`src/rtl/wash_pkg.sv`:
```
// Shared phase codes, phase durations and state type for the washer sequencer.
// Phase codes are also the state encoding, so the phase output is the state register.
package wash_pkg;

  localparam logic [2:0] PhIdle   = 3'd0;
  localparam logic [2:0] PhSelect = 3'd1;
  localparam logic [2:0] PhFill   = 3'd2;
  localparam logic [2:0] PhWash   = 3'd3;
  localparam logic [2:0] PhRinse  = 3'd4;
  localparam logic [2:0] PhSpin   = 3'd5;
  localparam logic [2:0] PhDone   = 3'd6;

  localparam logic [3:0] FillSecs  = 4'd2;
  localparam logic [3:0] RinseSecs = 4'd3;
  localparam logic [3:0] SpinSecs  = 4'd4;

  typedef enum logic [2:0] {
    StIdle   = PhIdle,
    StSelect = PhSelect,
    StFill   = PhFill,
    StWash   = PhWash,
    StRinse  = PhRinse,
    StSpin   = PhSpin,
    StDone   = PhDone
  } wash_state_e;

  // Seconds spent in a phase; non-run phases have no countdown.
  function automatic logic [3:0] phase_secs(input wash_state_e ph, input logic [3:0] prog);
    logic [3:0] secs;
    secs = 4'd0;
    case (ph)
      StFill:  secs = FillSecs;
      StWash:  secs = prog;
      StRinse: secs = RinseSecs;
      StSpin:  secs = SpinSecs;
      default: secs = 4'd0;
    endcase
    return secs;
  endfunction

endpackage

```
`src/rtl/wash_phase_timer.sv`:
```
// Loadable 4-bit seconds down-counter; expires on the tick that sees a count of 1.
// A load overrides the tick, so the owner reloads on expiry and the count never reaches 0.
module wash_phase_timer (
  input  logic       clk_i,
  input  logic       rst_ni,
  input  logic       load_i,
  input  logic [3:0] load_val_i,
  input  logic       tick_i,
  output logic [3:0] count_o,
  output logic       expire_o
);

  logic [3:0] count_d, count_q;

  always_comb begin
    count_d = count_q;
    if (load_i) begin
      count_d = load_val_i;
    end else if (tick_i && (count_q > 4'd1)) begin
      count_d = count_q - 4'd1;
    end
  end

  always_ff @(posedge clk_i or negedge rst_ni) begin
    if (!rst_ni) begin
      count_q <= 4'd0;
    end else begin
      count_q <= count_d;
    end
  end

  assign count_o  = count_q;
  assign expire_o = tick_i && (count_q == 4'd1);

endmodule

```
`src/rtl/wash_sequencer.sv`:
```
// Washer program select and phase scheduler: counts key presses into a program, arms after
// an idle window of ticks, then runs fill, wash, rinse and spin off the 1 Hz tick.
module wash_sequencer
  import wash_pkg::*;
#(
  parameter int unsigned ArmSecs = 5,
  parameter int unsigned MaxProg = 9
) (
  input  logic       clk_i,
  input  logic       rst_ni,
  input  logic       tick_1hz_i,
  input  logic       key_pulse_i,
  input  logic       cancel_pulse_i,
  output logic [3:0] prog_o,
  output logic [2:0] phase_o,
  output logic [3:0] remain_o,
  output logic       busy_o,
  output logic       done_o,
  output logic       err_o
);

  wash_state_e state_d, state_q;
  logic [3:0]  prog_d, prog_q;
  logic [3:0]  arm_d, arm_q;
  logic        err_d, err_q;
  logic        busy_q, done_q;

  logic        tmr_load;
  logic [3:0]  tmr_load_val;
  logic        tmr_expire;
  logic [3:0]  tmr_count;

  // The timer count doubles as the remain display: arm window in SELECT, phase time when running.
  wash_phase_timer u_timer (
    .clk_i      (clk_i),
    .rst_ni     (rst_ni),
    .load_i     (tmr_load),
    .load_val_i (tmr_load_val),
    .tick_i     (tick_1hz_i & ~cancel_pulse_i),
    .count_o    (tmr_count),
    .expire_o   (tmr_expire)
  );

  always_comb begin
    state_d      = state_q;
    prog_d       = prog_q;
    arm_d        = arm_q;
    err_d        = err_q;
    tmr_load     = 1'b0;
    tmr_load_val = 4'd0;

    if (cancel_pulse_i) begin
      state_d      = StIdle;
      prog_d       = 4'd0;
      arm_d        = 4'd0;
      err_d        = 1'b0;
      tmr_load     = 1'b1;
      tmr_load_val = 4'd0;
    end else begin
      unique case (state_q)
        StIdle: begin
          if (key_pulse_i) begin
            state_d      = StSelect;
            prog_d       = 4'd1;
            arm_d        = 4'd0;
            tmr_load     = 1'b1;
            tmr_load_val = 4'(ArmSecs);
          end
        end
        StSelect: begin
          if (key_pulse_i) begin
            // A key restarts the arm window even if a tick lands in the same cycle.
            arm_d        = 4'd0;
            tmr_load     = 1'b1;
            tmr_load_val = 4'(ArmSecs);
            if (prog_q < 4'(MaxProg)) begin
              prog_d = prog_q + 4'd1;
            end else begin
              err_d = 1'b1;
            end
          end else if (tick_1hz_i) begin
            if (arm_q == 4'(ArmSecs - 1)) begin
              state_d      = StFill;
              arm_d        = 4'd0;
              tmr_load     = 1'b1;
              tmr_load_val = FillSecs;
            end else begin
              arm_d = arm_q + 4'd1;
            end
          end
        end
        StFill, StWash, StRinse, StSpin: begin
          if (tmr_expire) begin
            // Run phase codes are consecutive, ending in DONE after SPIN.
            state_d      = wash_state_e'(state_q + 3'd1);
            tmr_load     = 1'b1;
            tmr_load_val = phase_secs(state_d, prog_q);
          end
        end
        StDone: begin
          if (key_pulse_i) begin
            state_d      = StSelect;
            prog_d       = 4'd1;
            arm_d        = 4'd0;
            err_d        = 1'b0;
            tmr_load     = 1'b1;
            tmr_load_val = 4'(ArmSecs);
          end
        end
        default: begin
          state_d      = StIdle;
          prog_d       = 4'd0;
          arm_d        = 4'd0;
          err_d        = 1'b0;
          tmr_load     = 1'b1;
          tmr_load_val = 4'd0;
        end
      endcase
    end
  end

  always_ff @(posedge clk_i or negedge rst_ni) begin
    if (!rst_ni) begin
      state_q <= StIdle;
      prog_q  <= 4'd0;
      arm_q   <= 4'd0;
      err_q   <= 1'b0;
      busy_q  <= 1'b0;
      done_q  <= 1'b0;
    end else begin
      state_q <= state_d;
      prog_q  <= prog_d;
      arm_q   <= arm_d;
      err_q   <= err_d;
      busy_q  <= (state_d == StFill) || (state_d == StWash) ||
                 (state_d == StRinse) || (state_d == StSpin);
      done_q  <= (state_d == StDone);
    end
  end

  assign prog_o   = prog_q;
  assign phase_o  = state_q;
  assign remain_o = tmr_count;
  assign busy_o   = busy_q;
  assign done_o   = done_q;
  assign err_o    = err_q;

endmodule

```
`config.mk`:
```
export PLATFORM = sky130hd
export DESIGN_NAME = wash_sequencer
export DESIGN_NICKNAME = d
export VERILOG_FILES = /design/src/rtl/wash_pkg.sv /design/src/rtl/wash_phase_timer.sv /design/src/rtl/wash_sequencer.sv
export SDC_FILE = /design/constraint.sdc
export NUM_CORES = 1
export LEC_CHECK = 0
export BUFFER_PORTS_ARGS = -buffer_cell sky130_fd_sc_hd__buf_4
export CAP_MARGIN = 10
export CORE_UTILIZATION = 57
export DETAILED_ROUTE_END_ITERATION = 16
export PLACE_DENSITY = 0.82
export SYNTH_ARGS = -nofsm -noshare
export SYNTH_HDL_FRONTEND = slang
export SYNTH_HIERARCHICAL = 1
export SYNTH_SLANG_ARGS = --single-unit
```
`constraint.sdc`:
```
create_clock -name clk_i -period 2.6 [get_ports clk_i]
set_input_delay 0.39 -clock clk_i [delete_from_list [all_inputs] [get_ports clk_i]]
set_output_delay 0.39 -clock clk_i [all_outputs]
set_load 0.1 [all_outputs]
```
==> out/results.txt, run 1 <==
Most used routing layer in global routing: met2
Die Area: 2710 um^2
Tmin final: 2.34 ns
Setup bufs post-CTS: 0
CTS tree: yes
TritonRoute pass-1 iters: 4
Ranking of synthesized cells by area: dfrtp_1 (31%), ha_1 (9.6%), nor2_1 (4.7%)
Die Wd: 52.1 um
Fillers: 192
Mapped Avg Cell Area: 8.46 um^2
CP arrival: 2.51 ns
Setup Total Neg Slack: 0 ns
Deepest clock path buffer count: 2
Reg area: 454 um^2
Setup WS post-layout: 0.259 ns
Min-Delay Path Class: in -> reg
Final setup violation count: 0
Vias per cell: 6.26
Post-layout nets: 208
Worst hold stages: 2
Psw: 313 uW
VDD IR-drop max: 0.338 mV
Post-synth top area share: 31.5%
Syn-to-layout area delta: 14.7%
Fin crit share: 90.0%
DRT antenna net count: 0
Synth area leader: dfrtp_1
CTS clk-pin slew, worst paths: 0.11 ns
Int Pwr: 444 uW
Netlist Area Pre-Place: 1430 um^2
CTS buffer count: 3
Pwr/cell area: 461 nW/um^2
Sequential power share: 41.3%
Slowest CP cell: dfrtp_2
Met3 Use GR: 3.51%
FF-to-FF path depth: 8
Outcome: completed
EDFF count, synth: 0
Global Route met1 Usage: 42.8%
Worst-Margin Slew: 0.434 ns
Core ar.: 2300 um^2
Worst Setup End Kind: flip-flop
Layout cells sized above 1: 20.4%
Met2 Use GR: 47.4%
DR vias: 1371
Comb pwr share: 39.2%
Crit Path Class: reg -> reg
Area of the multi-input gates: 893 um^2
Root Driver: clkbuf_4
Initial core utilization: 62.3%
# IOs: 19
FP Rows: 17
Syn nets: 185
Largest net degree at the start of global routing: 19
Crit path cell chain: inv_1, ha_1, nor2_1, a21oi_1, buf_4, a311oi_1, nand2b_1, mux2i_1
CTS H-Tree Depth: 1
Pleak: 0.734 nW
Remaining Overflow, GRT: 0
Vias in the first global route: 1204
Routability cong.: 0.906
Max-cap violations: 0
Slew Limit Fails: 0
F_max: 427 MHz
Fin. Hold Viols: 0
Overall Global Routing Usage: 29.9%
WP data required: 2.77 ns
DRC viols: 0
Antenna violations before repair: 0
Max-Slew Margin vs Limit: 70.3%
Clock power share: 19.4%
Yosys reg bits: 18
# clock sinks: 18
Max FO, Critical Path: 10
WL/cell: 16.2 um
Sequential area share after synthesis: 31.5%
Port bufs: 18
Fin Hold WS: 0.362 ns
YS warnings: 6
Crit path launch type: flip-flop
Ys flop type: dfrtp_1
First-pass GRT wire length: 5870 um
RSZ-0062 raised after global routing: false
Die Span Y: 52.1 um
Total Wirelength: 3550 um
Post-synth cell types: 48
Post-synth top cells: dfrtp_1 (18), nor2_1 (18), nand2_1 (14)
Gate Count Post-Synth: 169
Pre-CTS WS: 0.337 ns
DRT iter0 DRCs: 46
Diodes inserted: 0
Async SR Flop Fraction: 100%
Setup Skew: 0.00520 ns
HPWL Detailed: 2710 um
Net Sw Frac: 41.3%
Clk_lat worst skew: 0.29 ns
Critical path's largest stage delay: 0.49 ns
-- worst max-delay path: cells and delay by family, from the launching register on --
| kind | cells | cell delay (ns) |
|---|---|---|
| compound gates | 2 | 0.56 |
| simple gates | 2 | 0.47 |
| fa+ha+maj | 1 | 0.29 |
| flops | 1 | 0.49 |
| mux | 1 | 0.09 |
| buf+inv | 2 | 0.32 |
-- state kept, by name (all words and copies together), names as in the netlist --
| name | cells |
|---|---|
| arm_q | 4 |
| busy_o | 1 |
| done_o | 1 |
| err_o | 1 |
| phase_o | 3 |
| prog_o | 4 |
| u_timer/count_o | 4 |
-- metrics by stage --
| step | total power [mW] | util, % | std cells | instance area [um^2] |
|---|---|---|---|---|
| 2_1_floorplan | 0.534 | - | 169 | 1430 |
| 3_3_place_gp | 0.601 | 69.8 | 214 | 1600 |
| 3_5_place_dp | 0.610 | 69.8 | 214 | 1600 |
| 4_1_cts | 0.756 | 71.4 | 219 | 1640 |
| 5_1_grt | 0.796 | 71.4 | 219 | 1640 |
| 6_report | 0.757 | 71.4 | 219 | 1640 |
-- per-layer routing --
metal,up-vias,wire [um]
met5,-,0
li1,656,-
met4,0,31
met2,58,1710
met1,653,1590
met3,4,210
-- cell families (layout without fill, tap and decap cells) --
kind of cell | Yosys count | count (layout) | synth area share (%)
simple gates | 73 | 73 | 27.7
compound gates | 44 | 44 | 21.9
buf+inv | 19 | 41 | 6.04
flops | 18 | 18 | 31.5
fa+ha+maj | 11 | 11 | 9.62
mux | 4 | 4 | 3.24
-- power by group through the flow --
stage          Clock [mW]  Combinational, mW  Sequential (mW)
3_3_place_gp            0              0.285            0.316
2_1_floorplan           0              0.136            0.398
4_1_cts             0.149              0.295            0.312
6_report            0.147              0.297            0.313
3_5_place_dp            0              0.292            0.318
5_1_grt             0.162              0.319            0.315
-- worst paths after layout --
path                           startpoint                  to  slack, ns
max                            phase_o[2]              busy_o       0.26
min in group asynchronous          rst_ni  u_timer/count_o[0]       0.50
max in group asynchronous          rst_ni          phase_o[2]       1.89
min                        cancel_pulse_i           prog_o[1]       0.36
min reg2reg                      arm_q[1]            arm_q[1]       0.55
max reg2reg                    phase_o[2]              busy_o       0.26
-- what timing repair did --
item                      CTS  global route
hold endpoints to repair   18             0
hold buffers                1             0
gates resized for setup     0             0
-- layout by cell type (no fill, tap or decap), types with 2 or more instances in the layout --
cell type	instances
clkbuf_4	3
o311ai_0	2
o21ai_0	12
dfrtp_2	3
nor4_1	3
a41oi_1	2
a211oi_1	2
nand2b_1	2
ha_1	11
mux2i_1	2
nor2b_1	6
dfrtp_1	15
buf_4	23
a21oi_1	8
inv_1	13
nand2_1	14
nor3_1	5
nor2_1	18
nor3b_1	4
o21a_1	2
nand4b_1	3
a21o_1	3
nand3_1	7
and2_1	4
-- final cells by class --
class	instances	area share (%)
Sequential cell	18	27.7
Multi-Input combinational cell	132	54.5
Inverter	13	2.97
Timing Repair Buffer	24	11.1
Tap cell	28	2.14
Clock buffer	4	1.60
(Power assumes the default switching activity.)
==> run 2, diff against run 1 <==
ABC_AREA = 1   (was not set)
==> out/results.txt, run 2 <==
CTS clk-pin slew, worst paths: 0.11 ns (about the same)
Port bufs: 18 (unchanged)
Yosys reg bits: 18 (unchanged)
Comb pwr share: 48.7% (+9.5 points)
Post-synth top area share: 31.6% (+0.055 points)
Root Driver: clkbuf_4
Remaining Overflow, GRT: 0 (unchanged)
RSZ-0062 raised after global routing: false
Fillers: 190 (-1.0%)
Setup Total Neg Slack: 0 ns (unchanged)
Area of the multi-input gates: 856 um^2 (-4.2%)
Pleak: 0.846 nW (+15%)
Setup Skew: 0.00837 ns (+0.00317 ns)
Pwr/cell area: 565 nW/um^2 (+22%)
DR vias: 1359 (-0.88%)
Overall Global Routing Usage: 26.1% (-3.8 points)
Worst-Margin Slew: 0.269 ns (-0.166 ns)
Slew Limit Fails: 0 (unchanged)
Core ar.: 2280 um^2 (-0.93%)
CTS buffer count: 3 (unchanged)
Layout cells sized above 1: 20.5% (+0.12 points)
Final Power: 919 uW (+21%)
Crit Path Class: reg -> reg
Die Wd: 52.0 um (about the same)
# IOs: 19 (unchanged)
Vias per cell: 5.39 (-14%)
Max FO, Critical Path: 7 (-3)
First-pass GRT wire length: 5220 um (-11%)
Vias in the first global route: 1226 (+1.8%)
WP data required: 2.76 ns (about the same)
DRC viols: 0 (unchanged)
Clk_lat worst skew: 0.28 ns (about the same)
Mapped Avg Cell Area: 7.03 um^2 (-17%)
Outcome: completed
VDD IR-drop max: 0.477 mV (+41%)
YS warnings: 6 (unchanged)
Int Pwr: 469 uW (+5.5%)
Antenna violations before repair: 0 (unchanged)
Gate Count Post-Synth: 203 (+20%)
Post-layout nets: 242 (+16%)
DRT antenna net count: 0 (unchanged)
Hold_buf cts: 1 (unchanged)
Async SR Flop Fraction: 100% (unchanged)
Post-synth top cells: nand2_1 (52), inv_1 (24), dfrtp_1 (18), nand3_1 (18), nor2_1 (13)
Worst Setup End Kind: flip-flop
Synth area leader: dfrtp_1
Ranking of synthesized cells by area: dfrtp_1 (32%), nand2_1 (14%), ha_1 (9.6%)
Syn-to-layout area delta: 14.0%
F_max: 443 MHz (+3.7%)
CP arrival: 2.42 ns (-0.09 ns)
Post-CTS sizing: 0 (unchanged)
Die Area: 2710 um^2 (-0.17%)
Total Wirelength: 3150 um (-11%)
# clock sinks: 18 (unchanged)
HPWL Detailed: 2580 um (-4.7%)
Die Span Y: 52.0 um (about the same)
Initial core utilization: 62.7% (+0.47 points)
Fin. Hold Viols: 0 (unchanged)
Fin crit share: 86.8% (-3.2 points)
Syn nets: 219 (+18%)
Max-cap violations: 0 (unchanged)
Crit path launch type: flip-flop
Largest net degree at the start of global routing: 19 (unchanged)
Psw: 451 uW (+44%)
Netlist Area Pre-Place: 1430 um^2 (-0.18%)
Sequential power share: 36.6% (-4.7 points)
Post-synth cell types: 29 (-40%)
DRT iter0 DRCs: 47 (+2.2%)
Ys flop type: dfrtp_1
Net Sw Frac: 49.0% (+7.7 points)
Most frequent cells in the layout: nand2_1 (52), inv_1 (24), nand3_1 (18), buf_4 (18), dfrtp_1 (16)
Clock power share: 14.7% (-4.7 points)
Tmin final: 2.26 ns (-0.0845 ns)
WL/cell: 12.5 um (-23%)
Most common cell after layout, fill and taps aside: nand2_1
Final setup violation count: 0 (unchanged)
TritonRoute pass-1 iters: 4 (unchanged)
FP Rows: 17 (unchanged)
CTS tree: yes
Max-Slew Margin vs Limit: 82.1% (+12 points)
CTS H-Tree Depth: 1 (unchanged)
Diodes inserted: 0 (unchanged)
Setup bufs post-CTS: 0 (unchanged)
EDFF count, synth: 0 (unchanged)
Routability cong.: 0.883 (-2.5%)
Min-Delay Path Class: in -> reg
Sequential area share after synthesis: 31.6% (+0.055 points)
Deepest clock path buffer count: 2 (unchanged)
Most numerous cell in the Yosys netlist: nand2_1
Reg area: 453 um^2 (-0.28%)
-- run 2: power groups by stage --
stage	clock network [mW]	registers, mW	logic, mW
floorplan	0	0.514	0.172
global placement	0	0.339	0.436
detailed placement	0	0.342	0.444
CTS	0.137	0.336	0.446
global route	0.147	0.340	0.481
finish	0.135	0.336	0.448
-- run 2: cell type report --
cell class,count,share of cell area [%]
flip-flops and latches,18,27.8
inverters,31,7.15
well taps,28,2.15
repair buffers,19,8.92
clock buffers,3,1.38
multi-input cells,153,52.6
-- run 2: path summary, 6_finish.rpt --
path	start	endpoint	slack [ns]	depth (start not counted)
max	phase_o[1]	u_timer/count_o[0]	0.34	13
min	cancel_pulse_i	arm_q[2]	0.42	4
max reg2reg	phase_o[1]	u_timer/count_o[0]	0.34	13
min reg2reg	err_o	err_o	0.54	2
max in group asynchronous	rst_ni	phase_o[0]	1.88	2
min in group asynchronous	rst_ni	busy_o	0.50	2
-- run 2: critical path, cell delays in order (launching register included) --
cell     delay, ns
dfrtp_2       0.45
inv_1         0.13
ha_1          0.22
inv_1         0.06
nor2_2        0.22
inv_2         0.11
nand2_1       0.11
nor2_1        0.05
nor2_1        0.11
nand4_1       0.24
inv_2         0.19
nand2_4       0.09
nand2_1       0.06
o21ai_1       0.07
-- run 2: layer usage --
layer | track usage [%] | routed length, um | share of wire, %
met1 | 35.7 | 1450 | 46
met5 | 0 | 0 | 0
met2 | 43.2 | 1520 | 48
met4 | 8.11 | 38 | 1.2
met3 | 2.34 | 144 | 4.6
-- run 2: kinds of logic (layout without fill, tap and decap cells) --
group           count (synthesis)  count (layout)  synth area share [%]
xor+xnor                        3               3                  1.84
simple gates                  107             107                  36.0
buf+inv                        32              53                  8.50
compound gates                 32              32                  12.4
flops                          18              18                  31.6
fa+ha+maj                      11              11                  9.64
-- run 2: stage by stage --
step	setup slack [ns]	util, %	instance area, um^2	instances	hold slack [ns]
floorplan	0.0762	-	1430	203	0.0944
global placement	0.470	70.1	1600	248	0.268
detailed placement	0.395	70.1	1600	248	0.272
CTS	0.364	71.5	1630	252	0.415
global route	0.156	71.5	1630	252	0.419
finish	0.344	71.5	1630	252	0.415
